File: src/rtl/down_counter.sv
// Loadable down counter with IDLE/RUN/DONE control, a one-cycle done pulse
// and an optional automatic restart from the last loaded value.
module down_counter #(
  parameter int WIDTH = 4
) (
  input  logic             clk,
  input  logic             rst,
  input  logic             load,
  input  logic [WIDTH-1:0] load_val,
  input  logic             en,
  input  logic             auto_reload,
  output logic [WIDTH-1:0] count,
  output logic             zero,
  output logic             busy,
  output logic             done
);

  typedef enum logic [1:0] {
    IDLE = 2'd0,
    RUN  = 2'd1,
    DONE = 2'd2
  } state_t;

  state_t           state_reg;
  logic [WIDTH-1:0] count_reg;
  logic [WIDTH-1:0] reload_reg;
  logic [WIDTH-1:0] count_dec_next;
  logic [WIDTH-1:0] borrow;

  // Ripple-borrow decrement: bit gi flips when every lower bit is zero.
  assign borrow[0] = 1'b1;

  generate
    for (genvar gi = 0; gi < WIDTH; gi++) begin : g_dec
      assign count_dec_next[gi] = count_reg[gi] ^ borrow[gi];
      if (gi < WIDTH - 1) begin : g_borrow
        assign borrow[gi+1] = borrow[gi] & ~count_reg[gi];
      end
    end
  endgenerate

  always_ff @(posedge clk) begin
    if (rst) begin
      state_reg  <= IDLE;
      count_reg  <= '0;
      reload_reg <= '0;
    end else if (load) begin
      count_reg  <= load_val;
      reload_reg <= load_val;
      state_reg  <= (load_val != '0) ? RUN : IDLE;
    end else begin
      case (state_reg)
        IDLE: state_reg <= IDLE;
        RUN: begin
          if (en) begin
            // Reaching (or somehow sitting at) 1 ends the run; never wrap below 0.
            if (count_reg <= WIDTH'(1)) begin
              count_reg <= '0;
              state_reg <= DONE;
            end else begin
              count_reg <= count_dec_next;
            end
          end
        end
        DONE: begin
          if (auto_reload && (reload_reg != '0)) begin
            count_reg <= reload_reg;
            state_reg <= RUN;
          end else begin
            state_reg <= IDLE;
          end
        end
        default: state_reg <= IDLE;
      endcase
    end
  end

  assign count = count_reg;
  assign zero  = (count_reg == '0);
  assign busy  = (state_reg == RUN);
  assign done  = (state_reg == DONE);

endmodule

File: config.mk
export PLATFORM = sky130hd
export DESIGN_NAME = down_counter
export DESIGN_NICKNAME = d
export VERILOG_FILES = /design/src/rtl/down_counter.sv
export SDC_FILE = /design/constraint.sdc
export NUM_CORES = 1
export LEC_CHECK = 0
export CORE_AREA = 2 2 39 41
export DETAILED_ROUTE_END_ITERATION = 6
export DIE_AREA = 0 0 41 43
export PLACE_DENSITY = 0.83
export SYNTH_ARGS = -nofsm -noshare
export SYNTH_HDL_FRONTEND = slang
export SYNTH_SLANG_ARGS = --single-unit
File: constraint.sdc
create_clock -name clk -period 5 [get_ports clk]
set_input_delay 1 -clock clk [delete_from_list [all_inputs] [get_ports clk]]
set_output_delay 1 -clock clk [all_outputs]
set_load 0.05 [all_outputs]
==> results of run 1 <==
-- critical path: cells and delay by family (launching register included) --
family	cells	cell delay (ns)
flops	1	0.37
buf+inv	1	0.93
simple gates	1	0.57
-- final cells by class --
cell class / count / area [µm²]
clock buffers: 4 / 36.3
repair buffers: 15 / 150
well taps: 16 / 20.0
inverters: 4 / 15.0
flip-flops and latches: 10 / 200
multi-input cells: 47 / 372
fillers: 132 / 591
-- cell families after synthesis --
family | Yosys count | synth area share [%]
XOR/XNOR | 1 | 1.46
flip-flops | 10 | 33.5
AND/OR/NAND/NOR | 24 | 23.2
adder cells (fa/ha/maj) | 4 | 8.37
AO/OA/AOI/OAI | 15 | 24.1
multiplexers | 3 | 5.02
buffers and inverters | 7 | 4.39
-- cell usage in the layout, fill, tap and decap left out, types with 2 or more instances in the layout --
cell	Yosys	final
mux2i_1	3	3
nor2_1	7	7
nand2_1	2	2
o41ai_1	3	3
clkbuf_4	0	3
clkdlybuf4s50_1	0	15
nor3_1	2	2
nor2b_1	5	5
nand3b_1	3	3
a221oi_1	4	4
dfxtp_1	10	10
ha_1	4	4
inv_1	4	4
-- report_power, final --
part           total (mW)  internal [mW]  leakage, nW  switching [mW]
Combinational      0.0859         0.0355        0.189          0.0503
Sequential         0.0914         0.0858       0.0826         0.00556
Clock              0.0734         0.0442       0.0210          0.0292
-- through the flow --
step / worst slack, ns / power, mW / cell area (µm²) / instances
floorplan: 2.65 / 0.151 / 598 / 64
global placement: 2.20 / 0.177 / 757 / 92
detailed placement: 2.16 / 0.179 / 757 / 92
CTS: 1.88 / 0.253 / 793 / 96
global route: 1.71 / 0.265 / 793 / 96
finish: 1.87 / 0.251 / 793 / 96
-- worst paths after layout --
path                                    start       endpoint  slack, ns
worst min register to register  reload_reg[0]  reload_reg[0]       0.52
worst min-delay path            reload_reg[0]  reload_reg[0]       0.52
worst max register to register  reload_reg[2]       count[0]       3.23
worst max-delay path             state_reg[1]           done       1.87
-- per-layer routing --
metal	wire length (µm)	vias to the layer above
met5	0	-
met4	10	0
met2	599	12
li1	-	269
met3	50	2
met1	596	254
==> reports/results.txt, run 1 <==
Nets - 94
Vias - 537
Mapped Area - 598 µm²
Critical Path End Type - output port
Die footprint - 1760 µm²
Setup_tns - 0 ns
Antenna violations before repair - 0
Crit-path cells - nor2b_1 > clkdlybuf4s50_1
Post-synthesis sequential area ratio - 33.5%
Slowest stage delay, CP - 0.93 ns
Peak supply drop - 0.155 mV
GRT met3 Usage - 4.71%
Yosys reg bits - 10
Yosys Warn Count - 0
Rel. slew slack - 55.2%
CP Max Fanout - 10
Gate Count Post-Synth - 64
Worst Setup Start Kind - flop
Via density - 5.59
Worst hold stages - 2
Number of synthesized flops with an enable pin - 0
Dominant synthesized flop cell - dfxtp_1
Largest net degree at the start of global routing - 16
Gr usage total - 16.8%
Final min period - 3.13 ns
Worst R2R Path Depth - 4
Hold WC Path Type - flop to flop
First-pass GRT wire length - 2010 µm
Leakage power - 0.292 nW
Async S/R FF share, synth - 0%
IO buf count - 15
WL final - 1260 µm
Met2 usage in global routing - 23.1%
Fin util - 57.3%
Post-CTS Setup Bufs - 0
Mapped Avg Cell Area - 9.34 µm²
Num ports - 16
Largest area contributor in the netlist - dfxtp_1
Hold slack - 0.521 ns
TritonCTS Sinks - 10
Final Cycle Share - 62.5%
Clk slew on worst S/H paths - 0.07 ns
Clock Path Buffers - 2
Placement Rows - 14
Initial core utilization - 43.2%
Total of max-cap violations - 0
Clk Latency, worst-skew pair - 0.26 ns
Most frequent cell after synthesis - dfxtp_1
Top cells by area, synth - dfxtp_1 33%, ha_1 8.4%, a221oi_1 5.9%
Hold bufs inserted after CTS - 0
Final antenna-violating net count - 0
Synth unique cells - 27
Layout cells sized above 1 - 10.0%
Clock root buffer - clkbuf_4
CTS tree - done
CP max-delay cell - clkdlybuf4s50_1
Cts bufs inserted - 3
Fmax achieved - 320 MHz
Routability congestion estimate - 0.817
Detailed Routing Iterations Pass 1 - 4
Commonest cells in the netlist - 10 x dfxtp_1, 7 x nor2_1, 5 x nor2b_1
CP Data Arrival Time - 2.13 ns
Chip height - 43 µm
Core ar. - 1380 µm²
H-tree depth - 1
Post-Route Skew - 0.00383 ns
DP Wirelength - 989 µm
Residual DRC count - 0
Area delta synth->final - 32.6%
Total gr overflow - 0
Synth Net Count - 77
CTS resizes - 0
RSZ-0062 raised after global routing - false
Synth top area share - 33.5%
Met1 Resource Use GR - 24.3%
Worst EP required - 4.00 ns
Slew Viols, Final - 0
Initial DRC count - 12
Critical path class - flop to output port
Worst slew pin tran - 0.670 ns
Setup-failing EPs final - 0
Power density over the cells - 316 nW/µm²
DR WL/cell - 13.1 µm
Gr busiest metal - met1
Hold Vio Cnt, Final - 0
Die X - 41 µm
Outcome - finished clean
Antenna cells - 0
Vias in the first global route - 485
Note: power is estimated with default switching activity, not from simulation.
==> run 2, diff against run 1 <==
- CORE_AREA: 2 2 39 41 -> not set
- CORE_MARGIN: not set -> 2
- CORE_UTILIZATION: not set -> 45
- DIE_AREA: 0 0 41 43 -> not set
- clock period: 5 -> 2.98 ns (I/O delays scaled with it)
==> run 2 against run 1 <==
Against the previous run:
- critical path depth rose by 2
- highest routed layer unchanged
- sequential share of layout area rose by 0.24 points
- via count rose by 1.1%
- total power rose by 54%
- first-iteration DRC count rose by 50%
- final area fell by 0.95%
- non-clock buffer count rose by 1
- sequential power rose by 68%
- die area fell by 7.2%
- count of clock-buffer cells in the layout fell by 1
==> reports/results.txt, run 2 (synthesis results as in run 1) <==
Critical Path End Type - output port
Clk slew on worst S/H paths - 0.06 ns
Critical path class - flop to output port
CP Buf/Inv Count - 2
Crit-path cells - inv_1 > ha_1 > and2_1 > clkdlybuf4s50_1
Residual DRC count - 0
Via density - 5.72
TritonCTS Sinks - 10
Die X - 40.5 µm
Worst Setup SP - count[0]
DR WL/cell - 14.3 µm
Crit path to - zero
Crit path depth - 4
Reg2Reg Setup Slack - 1.19 ns
Leakage power - 0.291 nW
Peak supply drop - 0.269 mV
Fmax achieved - 415 MHz
Initial DRC count - 18
Final antenna-violating net count - 0
RSZ-0062 raised after global routing - false
Layout cells sized above 1 - 10.0%
Outcome - finished clean
IO buf count - 15
Hold Vio Cnt, Final - 0
Die footprint - 1640 µm²
Antenna cells - 0
Total gr overflow - 0
Vias in the first global route - 512
WL final - 1360 µm
Nets - 95
Post-Route Skew - 0.00831 ns
Slowest stage delay, CP - 0.79 ns
Clock Path Buffers - 2
Setup-failing EPs final - 0
Num ports - 16
FF-to-FF End - count[3]
Detailed Routing Iterations Pass 1 - 4
Largest net degree at the start of global routing - 16
H-tree depth - 1
Chip height - 40.5 µm
Vias - 543
Hold bufs inserted after CTS - 0
Setup_tns - 0 ns
Most frequent cells in the layout - 15 x clkdlybuf4s50_1, 10 x dfxtp_1, 7 x nor2_1
Commonest non-fill, non-tap cell in the layout - clkdlybuf4s50_1
Worst slew pin tran - 0.604 ns
Rel. slew slack - 59.6%
CP max-delay cell - clkdlybuf4s50_1
Cts bufs inserted - 3
Register area - 200 µm²
R2R Path Start - count[0]
Layout fillers - 122
Total of max-cap violations - 0
Area delta synth->final - 31.4%
Kind of cell adding the most delay to the critical path - buffers and inverters
Clk Latency, worst-skew pair - 0.26 ns
Final min period - 2.41 ns
Power density over the cells - 492 nW/µm²
Placement Rows - 13
Worst EP required - 2.38 ns
Antenna violations before repair - 0
Initial core utilization - 47.1%
CTS resizes - 0
Area after DPL - 763 µm²
Hold Path Origin - count[1]
First-pass GRT wire length - 2170 µm
Clock root buffer - clkbuf_4
CTS tree - done
Gr usage total - 20.9%
Post-CTS Setup Bufs - 0
Slew Viols, Final - 0
Final Cycle Share - 80.8%
DP Wirelength - 1040 µm
Worst Setup Start Kind - flop
Area of the multi-input gates - 372 µm²
CP Data Arrival Time - 1.81 ns
Cell area after layout - 786 µm²
Core ar. - 1270 µm²
Hold WC Path Type - flop to flop
Worst R2R Path Depth - 5
Routability congestion estimate - 0.804
CP Max Fanout - 4
==> run 2: worst min path at each step <==
stage | to | slack [ns] | cells past startpoint
floorplan | reload_reg[0] | 0.47 | 2
global placement | reload_reg[0] | 0.50 | 2
detailed placement | reload_reg[0] | 0.51 | 2
CTS | reload_reg[0] | 0.52 | 2
global route | reload_reg[0] | 0.54 | 2
finish | count[1] | 0.53 | 2
==> run 2: layer usage <==
metal  routed length [µm]  vias to the layer above  global-route usage [%]
met5                    0                        -                       0
met2                  674                       15                    34.1
li1                     -                      273                       -
met4                   25                        0                    15.8
met3                   52                        2                    5.00
met1                  605                      253                    23.1
==> run 2: report_power, final <==
group          switching, mW  internal, mW
clock network         0.0424        0.0465
logic                 0.0843        0.0598
registers            0.00963         0.144
==> run 2: worst reg2reg max path, cell delays in order, from the launching register on <==
cell      delay, ns
dfxtp_1        0.37
inv_1          0.10
ha_1           0.21
o21ai_0        0.48
a221oi_1       0.16
o41ai_1        0.36
==> run 2: area by class of cell <==
class                           count  share of cell area (%)
Clock buffer                        3                    2.87
Tap cell                           15                    2.39
Inverter                            4                    1.91
Timing Repair Buffer               16                    20.1
Multi-Input combinational cell     47                    47.3
Sequential cell                    10                    25.5
==> run 2: through the flow <==
stage	setup slack (ns)	total power, mW	hold slack, ns	cells	util [%]
5_1_grt	0.454	0.413	0.536	95	61.9
2_1_floorplan	1.04	0.254	0.471	64	-
3_3_place_gp	0.802	0.298	0.497	92	60.2
6_report	0.572	0.387	0.531	95	61.9
4_1_cts	0.565	0.389	0.517	95	61.9
3_5_place_dp	0.729	0.301	0.508	92	60.2
